$ cat config.mk
export PLATFORM = sky130hd
export DESIGN_NAME = prio_pending_reg
export DESIGN_NICKNAME = d
export VERILOG_FILES = /design/src/rtl/prio_pending_reg.sv
export SDC_FILE = /design/constraint.sdc
export NUM_CORES = 1
export LEC_CHECK = 0
export ABC_AREA = 1
export ABC_CLOCK_PERIOD_IN_PS = 1300
export CORE_MARGIN = 4
export CORE_UTILIZATION = 48
export CTS_BUF_LIST = sky130_fd_sc_hd__clkbuf_8
export CTS_CLUSTER_SIZE = 30
export DETAILED_ROUTE_END_ITERATION = 8
export PLACE_DENSITY = 0.81
export SETUP_SLACK_MARGIN = 0.3
export SYNTH_ARGS = -nofsm -noshare
export SYNTH_HDL_FRONTEND = slang
export SYNTH_SLANG_ARGS = --single-unit
$ cat constraint.sdc
create_clock -name clk -period 1.3 [get_ports clk]
set_input_delay 0.26 -clock clk [delete_from_list [all_inputs] [get_ports clk]]
set_output_delay 0.26 -clock clk [all_outputs]
set_load 0.01 [all_outputs]
$ cat src/rtl/prio_pending_reg.sv
// Sticky pending-request register feeding the 4-input priority encoder.
// Captures request events, masks them onto x_o, and clears bits on serviced acks.
module prio_pending_reg #(
    parameter logic [3:0]  EDGE_MASK = 4'b1111,
    parameter int unsigned CNT_W     = 8
) (
    input  logic             clk,
    input  logic             rst_n,
    input  logic [3:0]       req_i,
    input  logic [3:0]       mask_i,
    output logic [3:0]       x_o,
    output logic             irq_valid_o,
    input  logic [1:0]       svc_idx_i,
    input  logic             svc_ack_i,
    output logic             ack_err_o,
    output logic [3:0]       ovf_o,
    input  logic             ovf_clr_i,
    output logic [CNT_W-1:0] svc_cnt_o
);

    logic [3:0]       pend_q, pend_d;
    logic [3:0]       req_q;
    logic [3:0]       ovf_q, ovf_d;
    logic             ack_err_q, ack_err_d;
    logic [CNT_W-1:0] cnt_q, cnt_d;

    logic [3:0]       set_ev;
    logic [3:0]       clr_ev;
    logic             ack_hit;

    always_comb begin
        // Level-mode sources ignore the delayed copy, so their set event is the raw line.
        set_ev  = req_i & ~(req_q & EDGE_MASK);
        ack_hit = svc_ack_i & x_o[svc_idx_i];
        clr_ev  = ack_hit ? (4'b0001 << svc_idx_i) : 4'b0000;

        pend_d    = set_ev | (pend_q & ~clr_ev);
        // A new overflow beats a simultaneous clear request.
        ovf_d     = (ovf_q & ~{4{ovf_clr_i}}) | (set_ev & pend_q & ~clr_ev & EDGE_MASK);
        ack_err_d = svc_ack_i & ~x_o[svc_idx_i];

        cnt_d = cnt_q;
        if (ack_hit) begin
            cnt_d = cnt_q + 1'b1;
        end
    end

    always_ff @(posedge clk or negedge rst_n) begin
        if (!rst_n) begin
            pend_q    <= 4'b0000;
            req_q     <= 4'b0000;
            ovf_q     <= 4'b0000;
            ack_err_q <= 1'b0;
            cnt_q     <= '0;
        end else begin
            pend_q    <= pend_d;
            req_q     <= req_i;
            ovf_q     <= ovf_d;
            ack_err_q <= ack_err_d;
            cnt_q     <= cnt_d;
        end
    end

    always_comb begin
        x_o         = pend_q & ~mask_i;
        irq_valid_o = |x_o;
        ack_err_o   = ack_err_q;
        ovf_o       = ovf_q;
        svc_cnt_o   = cnt_q;
    end

endmodule

==> results of run 1 <==
area by class of cell:
cell class                 count  share of cell area
clock buffer                   3             0.02337
clock inverter                 1            0.002125
inverter                      29             0.06161
multi-input combinational    100              0.3300
sequential                    21              0.2975
tap                           27             0.01912
timing repair buffer          57              0.2663
metrics by stage:
| stage | cells | utilization | hold WS, ns | area [um^2] |
|---|---|---|---|---|
| 2_1_floorplan | 150 | - | -0.03559 | 1131 |
| 3_3_place_gp | 224 | 0.7731 | 0.4623 | 1594 |
| 3_5_place_dp | 224 | 0.7731 | 0.4721 | 1594 |
| 4_1_cts | 236 | 0.8228 | 0.3622 | 1697 |
| 5_1_grt | 238 | 0.8568 | 0.3802 | 1767 |
| 6_report | 238 | 0.8568 | 0.3511 | 1767 |
kinds of logic (layout without fill, tap and decap cells):
logic type	count (synthesis)	count (layout)	synth area share
AO/OA/AOI/OAI	1	1	0.004583
XOR/XNOR	3	3	0.02409
adder cells (fa/ha/maj)	1	1	0.01147
buffers and inverters	31	90	0.1147
flip-flops	21	21	0.4816
AND/OR/NAND/NOR	93	95	0.3635
timing repair:
item	CTS	global route
cloned	2	0
pin swaps	11	10
setup buffers	6	2
setup endpoints to repair	35	35
gates resized for setup	103	14
layout by cell type, fill, tap and decap left out:
cell type         n
nand3b_1          1
inv_2             5
nand2_1          47
nand4_1           3
buf_6            11
or3_4             1
xor2_1            1
xnor2_1           2
nand3_1           6
clkbuf_8          3
nand3_2           8
nand3_4           1
clkdlybuf4s50_1   7
dlygate4sd2_1     7
nor2_4            3
inv_1            25
nor2_2            4
ha_2              1
nor2_1            6
nand2_2          11
dfrtp_1          21
buf_4            22
nand2_4           4
o21ai_1           1
buf_2            10
worst reg2reg max path, stage by stage (launching register included):
cell and delay (ns):
dfrtp_1 0.38, nand2_2 0.07, buf_4 0.13, buf_4 0.12, buf_6 0.11, nor2_4 0.10
nor2_4 0.06, nand2_4 0.15, nand2_4 0.10, nand2_1 0.07, o21ai_1 0.06
flip-flops by register name, summed over array words and instances, names as in the netlist:
signal,flops
ovf_o,4
ack_err_o,1
pend_q,4
req_q,4
svc_cnt_o,8
worst max-delay path by stage:
stage,from,to,slack [ns],cells after the start
detailed placement,mask_i[3],irq_valid_o,-0.73,6
global route,pend_q[3],irq_valid_o,-0.29,4
global placement,mask_i[2],irq_valid_o,-0.71,6
floorplan,pend_q[2],irq_valid_o,0.15,3
CTS,pend_q[1],irq_valid_o,-0.22,4
finish,pend_q[3],irq_valid_o,-0.26,4
report_power, final:
part	switching, mW	internal, mW	leakage (nW)
combinational	0.414	0.378	0.736
sequential	0.0562	0.740	0.254
clock	0.209	0.210	0.0269
per-layer routing:
metal	share of wire	vias up	track usage
li1	-	575	-
met1	0.40	553	0.2195
met2	0.51	45	0.3716
met3	0.064	8	0.04176
met4	0.025	0	0.07639
met5	0	-	0
==> results_dict.tcl, run 1 <==
set metrics [dict create \
    yosysUniqueCellTypes 17 \
    slowest_stage "dfrtp_1" \
    synth_common_cells "58 x nand2_1, 28 x inv_1, 21 x dfrtp_1" \
    rows 16 \
    die_y_um 55.68 \
    cts_tree "built" \
    hpwl_um 1953 \
    finalHoldViolCount 0 \
    crit_top_cell "nand2_2" \
    critPathArrivalTime_ns 1.30 \
    final.setup_skew_ns 0.006289 \
    timing.final.crit_period_ns 1.562 \
    power_density_mw_per_mm2 1137 \
    relSlewSlack 0.8170 \
    ys_ff_latch 21 \
    worst_slack_ns -0.2615 \
    grt_pass1_vias 1196 \
    yosysSeqAreaShare 0.4817 \
    grt_first_pass_wirelength_um 5037 \
    synth_edf_count 0 \
    drc_errors 0 \
    vias_per_cell 4.962 \
    ff_latch_area_um2 525.5 \
    drv_cap 0 \
    end_kind "primary output" \
    yosys-top-cells-area "dfrtp_1 48%, nand2_1 20%, inv_1 9.6%, nand3_1 6.0%, nor2_1 4.5%" \
    rrSetupSlack_ns -0.18 \
    ys.flop_type "dfrtp_1" \
    rsz0062_at_grt "yes" \
    dr.pass1.iters 4 \
    synthCells 150 \
    rr_endpoint "svc_cnt_o[2]" \
    cts_buffer_depth 2 \
    ant_nets 0 \
    cts-hold-fix-buffers 0 \
    boundaryPins 32 \
    numCtsBuffers 3 \
    drive_gt1_frac 0.3981 \
    place_ws_ns -0.7261 \
    setup_viol 21 \
    h-tree-depth 1 \
    wl_per_cell_um 13.50 \
    syn-cell-area_mm2 0.001091 \
    slowest_delay_ns 0.41 \
    syn2layout_area_growth_pct 61.93 \
    finalMaxSlewViolations 0 \
    path_max_fanout 2 \
    tightest_slew_ns 0.2746 \
    ctsRootBufferMaster "clkbuf_8" \
    async_flop_share 1.000 \
    violations "setup timing" \
    via_count 1181 \
    critPathKind "reg2out" \
    start_util 0.5291 \
    fill_cells 119 \
    n_antenna_cell 0 \
    grt_usage 0.2000 \
    grt_max_degree 22 \
    io_buffers 31 \
    yosysTopAreaCellShare 0.4817 \
    synth_area_leader_cell "dfrtp_1" \
    overflow 0 \
    coreArea_mm2 0.002062 \
    cts_sinks 21 \
    hold_path_class "in2async" \
    syn_nets 165 \
    power.total_mw 2.008 \
    worst_r2r_startpoint "pend_q[3]" \
    p_leak_nw 1.018 \
    ys_warn_count 0 \
    die_area_mm2 0.003100 \
    path_cells "nand2_2 -> nand2_2 -> or3_4 -> buf_6" \
    irDropWorstVdd_v 0.001069 \
    fmax_mhz 640.4 \
    clkLatencyLatePin_ns 0.26 \
    status "finished, violations left" \
    clk_pin_slew_worst_paths_ns 0.08 \
    place_congestion 0.7677 \
    antenna_found_initial 0 \
    final_nets 227 \
    cp_num_buf_inv 1 \
    drt_iter0_drc 39 \
    crit_family "simple AND/OR/NAND/NOR gates" \
    start_kind "flop" \
    final.setup.tns_ns -2.885 \
    fin_crit_sh 1.201 \
    yosysMostFrequentCell "nand2_1" \
    drt_wl_total_um 3212 \
    required_ns 1.04 \
    die_w_um 55.68 \
    multi_input_area_um2 583.1 \
    avgSynthCellArea_um2 7.274 \
    ff2ff_path_depth 10 \
]
Power figures use the tool's default switching activity.
==> run 2, diff against run 1 <==
--- a/config.mk
+++ b/config.mk
@@ -12,8 +12,8 @@
 export CTS_BUF_LIST = sky130_fd_sc_hd__clkbuf_8
 export CTS_CLUSTER_SIZE = 30
 export DETAILED_ROUTE_END_ITERATION = 8
-export PLACE_DENSITY = 0.81
-export SETUP_SLACK_MARGIN = 0.3
+export PLACE_DENSITY = 0.78
+export SETUP_SLACK_MARGIN = 0.5
 export SYNTH_ARGS = -nofsm -noshare
 export SYNTH_HDL_FRONTEND = slang
 export SYNTH_SLANG_ARGS = --single-unit
==> run 2 against run 1 <==
The run still ends with setup timing left. Combinational power is 7.6% higher. Count of clock-buffer cells in the layout stayed put. Worst setup slack worse by 0.031 ns. Global-route usage is 2.4 points higher. Sequential power is 0.5% higher. Clock skew is 0.0051 ns lower. Core utilization is 3.3 points higher. Critical path depth stayed put. Non-clock buffer count is 4 higher. Critical endpoint unchanged. Hold slack worse by 0.0090 ns.
==> results_dict.tcl, run 2 (synthesis gave the netlist of run 1 again) <==
set metrics [dict create \
    status "finished, violations left" \
    violations "setup timing" \
    finalMaxSlewViolations 0 \
    final_nets 230 \
    overflow 0 \
    path_cells "inv_2 -> nor2_2 -> or3_4 -> buf_6" \
    cts_buffer_depth 2 \
    setup_viol 21 \
    grt_first_pass_wirelength_um 5568 \
    fin_crit_sh 1.225 \
    relSlewSlack 0.8168 \
    drc_errors 0 \
    layout_common_cells "45 x nand2_1, 25 x inv_1, 21 x dfrtp_1, 21 x buf_4, 15 x buf_6" \
    numCtsBuffers 3 \
    drive_gt1_frac 0.4252 \
    required_ns 1.04 \
    hold_path_class "in2async" \
    use_met3 0.04176 \
    antenna_found_initial 0 \
    hold_ws_ns 0.3421 \
    ctsRootBufferMaster "clkbuf_8" \
    slowest_delay_ns 0.41 \
    n_antenna_cell 0 \
    critPathArrivalTime_ns 1.33 \
    drt_iter0_drc 52 \
    io_buffers 31 \
    via_count 1266 \
    dr.pass1.iters 4 \
    fmax_mhz 628.0 \
    rsz0062_at_grt "yes" \
    power.total_mw 2.079 \
    clk_pin_slew_worst_paths_ns 0.08 \
    grt_pass1_vias 1242 \
    grt_use_met2 0.4105 \
    end_kind "primary output" \
    cts_tree "built" \
    die_y_um 55.68 \
    power_density_mw_per_mm2 1132 \
    grtUsageMet1 0.2529 \
    slowest_stage "dfrtp_1" \
    drv_cap 0 \
    die_area_mm2 0.003100 \
    hpwl_um 2091 \
    syn2layout_area_growth_pct 68.23 \
    rows 16 \
    start_kind "flop" \
    worst_slack_ns -0.2923 \
    layout_commonest_cell "nand2_1" \
    ant_nets 0 \
    finalHoldViolCount 0 \
    place_congestion 0.8207 \
    clkLatencyLatePin_ns 0.26 \
    grt_usage 0.2239 \
    vias_per_cell 5.253 \
    final.setup_skew_ns 0.001167 \
    gr-max-usage-layer "met2" \
    irDropWorstVdd_v 0.0009418 \
    largest_register_ffs 8 \
    h-tree-depth 1 \
    coreArea_mm2 0.002062 \
    grt_max_degree 22 \
    drt_wl_total_um 3882 \
    critPathKind "reg2out" \
    tightest_slew_ns 0.2748 \
    boundaryPins 32 \
    wl_per_cell_um 16.11 \
    die_w_um 55.68 \
    p_leak_nw 1.037 \
    timing.final.crit_period_ns 1.592 \
    start_util 0.5291 \
    path_max_fanout 2 \
    cts_sinks 21 \
]
==> run 2: repair_timing <==
action,CTS,global route
endpoints found under the setup margin,35,35
cloned,1,0
pin swaps,15,4
setup buffers,5,4
resized for setup,107,17
hold buffers,0,0
==> run 2: cell type report <==
class                   count  area [um^2]
clock buffers               3        41.29
clock inverters             1        3.754
fillers                    99        226.5
inverters                  29        108.9
multi-input cells          99        598.1
flip-flops and latches     21        525.5
well taps                  27        33.78
repair buffers             61        524.3
==> run 2: power by group <==
| group | total (mW) | internal, mW | switching, mW |
|---|---|---|---|
| clock network | 0.425 | 0.211 | 0.214 |
| registers | 0.800 | 0.740 | 0.0601 |
| logic | 0.853 | 0.413 | 0.440 |
| total | 2.08 | 1.36 | 0.714 |
==> run 2: worst paths after layout <==
| path | startpoint | slack (ns) | cells after the start | end |
|---|---|---|---|---|
| setup / recovery | pend_q[1] | -0.29 | 4 | irq_valid_o |
| hold / removal | rst_n | 0.34 | 2 | svc_cnt_o[4] |
| setup reg to reg | pend_q[1] | -0.18 | 11 | svc_cnt_o[3] |
| hold reg to reg | ovf_o[3] | 0.49 | 2 | ovf_o[3] |
| max in group asynchronous | rst_n | 0.74 | 2 | pend_q[1] |
| min in group clk | req_i[2] | 0.47 | 1 | req_q[2] |
==> run 2: per-layer routing <==
layer | part of all wire | vias up
li1 | - | 579
met1 | 0.41 | 618
met2 | 0.51 | 54
met3 | 0.053 | 15
met4 | 0.027 | 0
met5 | 0 | -
==> run 2: worst max-delay path, delay by kind of cell (launching register included) <==
family | cells | cell delay [ns]
buffers and inverters | 2 | 0.22
DFF | 1 | 0.41
and+or+nand+nor | 2 | 0.43
==> run 2: through the flow <==
stage / area, um^2 / cells / util / TNS (ns) / setup slack, ns
after detailed placement: 1644 / 227 / 0.7973 / -7.772 / -0.7250
after CTS: 1727 / 237 / 0.8374 / -0.8785 / -0.2498
final: 1836 / 241 / 0.8902 / -3.151 / -0.2923
after floorplan: 1146 / 150 / - / 0 / 0.1483
after global placement: 1644 / 227 / 0.7973 / -7.045 / -0.7202
after global routing: 1836 / 241 / 0.8902 / -4.452 / -0.3098
==> run 3, diff against run 2 <==
--- a/config.mk
+++ b/config.mk
@@ -14,6 +14,7 @@
 export DETAILED_ROUTE_END_ITERATION = 8
 export PLACE_DENSITY = 0.78
 export SETUP_SLACK_MARGIN = 0.5
+export SKIP_CTS_REPAIR_TIMING = 1
 export SYNTH_ARGS = -nofsm -noshare
 export SYNTH_HDL_FRONTEND = slang
 export SYNTH_SLANG_ARGS = --single-unit
==> run 3 against run 2 <==
The run still ends with setup timing left. Design area decreased by 2.0%. Routed wire length decreased by 12%. Clock skew increased by 0.0051 ns. Clock power barely moved. Worst setup slack got worse by 0.0078 ns. Sequential share of layout area is 0.60 points higher. Register-to-register slack gained 0.12 ns. Non-clock buffer count down 5. Via count fell by 5.3%. Sequential power shrank 0.6%. Fmax down 0.49%. Largest cell class unchanged. Largest power group is now registers.
==> results_dict.tcl, run 3 (synthesis gave the netlist of run 1 again) <==
set metrics [dict create \
    status "finished, violations left" \
    violations "setup timing" \
    p_int_mw 1.331 \
    irDropWorstVdd_v 0.001169 \
    start_util 0.5291 \
    cts_tree "built" \
    swShare 0.3386 \
    grt_first_pass_wirelength_um 4961 \
    critPathArrivalTime_ns 1.34 \
    hold_ws_ns 0.3437 \
    final.setup_skew_ns 0.006222 \
    rsz0062_at_grt "yes" \
    ff_latch_area_um2 525.5 \
    pwr-share-seq 0.395 \
    critPathKind "reg2out" \
    die_area_mm2 0.003100 \
    worst_slack_ns -0.3000 \
    setup_viol 18 \
    dr.pass1.iters 4 \
    relSlewSlack 0.8146 \
    vias_per_cell 5.081 \
    grt_use_met2 0.3615 \
    finalHoldViolCount 0 \
    drt_wl_total_um 3398 \
    clkLatencyLatePin_ns 0.26 \
    drc_errors 0 \
    drt_iter0_drc 21 \
    power_density_mw_per_mm2 1119 \
    drive_gt1_frac 0.3971 \
    rr_endpoint "pend_q[1]" \
    grt_pass1_vias 1185 \
    finalMaxSlewViolations 0 \
    rows 16 \
    antenna_found_initial 0 \
    h-tree-depth 1 \
    wl_per_cell_um 14.40 \
    multi_input_area_um2 595.6 \
    layout.cells.non_filler 236 \
    numCtsBuffers 3 \
    grt_max_degree 22 \
    power_frac_clock 0.210 \
    layout_commonest_cell "nand2_1" \
    final_nets 225 \
    timing.final.crit_period_ns 1.600 \
    use_met3 0.04640 \
    coreArea_mm2 0.002062 \
    cts_sinks 21 \
    start_kind "flop" \
    tightest_slew_ns 0.2781 \
    gr-max-usage-layer "met2" \
    ctsRootBufferMaster "clkbuf_8" \
    path_max_fanout 3 \
    end_kind "primary output" \
    syn2layout_area_growth_pct 64.79 \
    die_w_um 55.68 \
    largest_register_ffs 8 \
    power_switching_mw 0.6814 \
    boundaryPins 32 \
    ant_nets 0 \
    comb_power_share 0.395 \
    fill_cells 113 \
    grt_usage 0.1974 \
    grtUsageMet1 0.2130 \
    fin_crit_sh 1.231 \
    fmax_mhz 625.0 \
    cts_buffer_depth 2 \
    p_leak_nw 1.036 \
    drv_cap 0 \
    rrSetupSlack_ns -0.06 \
    worst_r2r_startpoint "pend_q[1]" \
    place_inst 227 \
    die_y_um 55.68 \
    hpwl_um 2091 \
    postLayoutCoreUtil 0.8720 \
    overflow 0 \
    via_count 1199 \
    hold_path_class "in2async" \
    io_buffers 31 \
    ff2ff_path_depth 9 \
    required_ns 1.04 \
    n_antenna_cell 0 \
    place_congestion 0.8207 \
    clk_pin_slew_worst_paths_ns 0.08 \
    layout_common_cells "44 x nand2_1, 26 x inv_1, 21 x dfrtp_1, 20 x buf_4, 14 x nand2_2" \
]
run 3: worst max-delay path, cell delays in order, from the launching register on:
cell     delay (ns)
dfrtp_1        0.42
nand2_2        0.11
nand2_1        0.06
or3_4          0.36
buf_6          0.13
run 3: layout make-up:
type                            count  area share
Clock buffer                        3     0.02296
Clock inverter                      1    0.002088
Inverter                           29     0.06054
Multi-Input combinational cell     99      0.3312
Sequential cell                    21      0.2923
Tap cell                           27     0.01879
Timing Repair Buffer               56      0.2721
run 3: stage by stage:
stage	instance area, um^2	worst slack (ns)	total power, mW	setup TNS [ns]
after floorplan	1146	0.1483	1.134	0
after global placement	1644	-0.7202	1.502	-7.045
after detailed placement	1644	-0.7250	1.526	-7.772
after CTS	1689	-0.7392	1.949	-4.914
after global routing	1798	-0.3463	2.135	-2.096
final	1798	-0.3000	2.012	-0.7612
run 3: how the worst max path moves through the flow:
| stage | cells after the start | slack [ns] | startpoint | end |
|---|---|---|---|---|
| 6_report | 4 | -0.30 | pend_q[3] | irq_valid_o |
| 5_1_grt | 4 | -0.35 | pend_q[3] | irq_valid_o |
| 4_1_cts | 6 | -0.74 | mask_i[3] | irq_valid_o |
| 3_5_place_dp | 6 | -0.73 | mask_i[3] | irq_valid_o |
| 3_3_place_gp | 6 | -0.72 | mask_i[3] | irq_valid_o |
| 2_1_floorplan | 3 | 0.15 | pend_q[2] | irq_valid_o |
run 3: metal layers:
metal	part of all wire	wire [um]
met5	0	0
met4	0.030	101
met1	0.37	1266
met3	0.049	167
met2	0.55	1863
run 3: power by group through the flow:
stage | Sequential, mW | Clock (mW) | Combinational, mW
floorplan | 0.860 | 0 | 0.273
global placement | 0.801 | 0 | 0.701
detailed placement | 0.807 | 0 | 0.720
CTS | 0.795 | 0.430 | 0.725
global route | 0.806 | 0.463 | 0.867
finish | 0.795 | 0.422 | 0.795
==> variant: new RTL, flow settings as in run 1 <==
`CNT_W`: 8 -> 10.
--- a/src/rtl/prio_pending_reg.sv
+++ b/src/rtl/prio_pending_reg.sv
@@ -3,5 +3,5 @@
 module prio_pending_reg #(
     parameter logic [3:0]  EDGE_MASK = 4'b1111,
-    parameter int unsigned CNT_W     = 8
+    parameter int unsigned CNT_W     = 10
 ) (
     input  logic             clk,
Ports: changed (resized svc_cnt_o); port bits go from 32 to 34. No check against the original RTL was run, so the function may have changed too.
==> variant against run 1 <==
  * The flow still finishes with violations (negative setup slack)
  * Power grew 13%
  * Clock power increased by 7.9%
  * Final area up 12%
  * Highest routed layer unchanged
  * Setup slack better by 0.0061 ns
  * Wire length rose by 25%
  * Sequential cell count increased by 2
  * Critical path depth is the same
  * Synthesized area is 8.4% higher
  * Critical path type unchanged
==> variant: results (changes against run 1) <==
maximum number of pins on one net before global-route repair 24 (was 22); Pleak 1.09 nW (was 1.02 nW); end of the worst register-to-register path svc_cnt_o[5] (was svc_cnt_o[2]); post-placement setup slack -0.712 ns (was -0.726 ns); crit path from pend_q[0] (was pend_q[3]); R2R setup slack -0.06 ns (was -0.18 ns); net count reported at finish 246 (was 227); GR met1 Demand/Resource 0.239 (was 0.219); number of global-route vias before repair 1469 (was 1196); number of setup violations in the final report 21 (unchanged); wire length of the first global-routing pass 6060 um (was 5040 um); leading post-synthesis cells by cell area sky130_fd_sc_hd__dfrtp_1, sky130_fd_sc_hd__nand2_1, sky130_fd_sc_hd__inv_1 (unchanged); all-layer global routing usage 0.232 (was 0.200); number of nets produced by synthesis 176 (was 165); worst vdd rail ir drop 0.000950 V (was 0.00107 V); worst clock skew 0.00753 ns (was 0.00629 ns); final worst setup slack -0.255 ns (was -0.262 ns); startpoint of the worst-slack reg-to-reg timing path pend_q[2] (was pend_q[3]); routability congestion estimate from global placement 0.854 (was 0.768); headroom to the max-slew limit 0.794 (was 0.817); iteration-0 DRC count of the detailed router 52 (was 39); share of power burned in combinational logic 0.415 (was 0.395); run status complete, but fails checks (unchanged); Synth Area per Inst 7.34 um^2 (was 7.27 um^2); wl on met1 1450 um (was 1280 um); Placed Instances 240 (was 224); Via density 5.29 (was 4.96); routed length on met2 2210 um (was 1650 um); GR Util met3 0.0512 (was 0.0418); sequential logic power 0.000881 W (was 0.000796 W); wire length on met3 242 um (was 204 um); reported net switching power 0.000767 W (was 0.000680 W); filler cell count in the final layout 113 (was 119); failing checks negative setup slack (unchanged)
variant: changes by cell type in the layout (fill, tap and decap cells not counted), moves of 3 or more:
cell | run 1 | this run
sky130_fd_sc_hd__inv_1 | 25 | 20
sky130_fd_sc_hd__nand2_2 | 11 | 19
sky130_fd_sc_hd__nor2_2 | 4 | 7
sky130_fd_sc_hd__nand3_2 | 8 | 2
sky130_fd_sc_hd__buf_2 | 10 | 13
sky130_fd_sc_hd__buf_6 | 11 | 14
variant: per-stage QoR:
| stage | hold slack [ns] | util | instance area, um^2 | TNS (ns) |
|---|---|---|---|---|
| finish | 0.339 | 0.873 | 1990 | -0.999 |
| global route | 0.365 | 0.873 | 1990 | -2.10 |
| CTS | 0.347 | 0.806 | 1830 | -0.999 |
| detailed placement | 0.475 | 0.755 | 1720 | -8.64 |
| global placement | 0.466 | 0.755 | 1720 | -8.16 |
| floorplan | -0.0356 | - | 1210 | 0 |
variant: layout make-up:
class                           instances  area share
Multi-Input combinational cell        112       0.338
Sequential cell                        23       0.291
Timing Repair Buffer                   66       0.281
Inverter                               25      0.0497
Clock buffer                            3      0.0208
Tap cell                               28      0.0176
Clock inverter                          1     0.00252
variant: cells by family after synthesis:
| family | after synthesis | share of synthesized area |
|---|---|---|
| AND/OR/NAND/NOR | 105 | 0.366 |
| XOR/XNOR | 4 | 0.0296 |
| adder cells (fa/ha/maj) | 1 | 0.0106 |
| AO/OA/AOI/OAI | 2 | 0.0148 |
| buffers and inverters | 26 | 0.0921 |
| flip-flops | 23 | 0.487 |
variant: repair_timing:
item	CTS	global route
endpoints found under the hold margin	0	0
resized for setup	106	36
endpoints found under the setup margin	39	39
buffers inserted	11	3
pin swaps	9	15
hold buffers	0	0
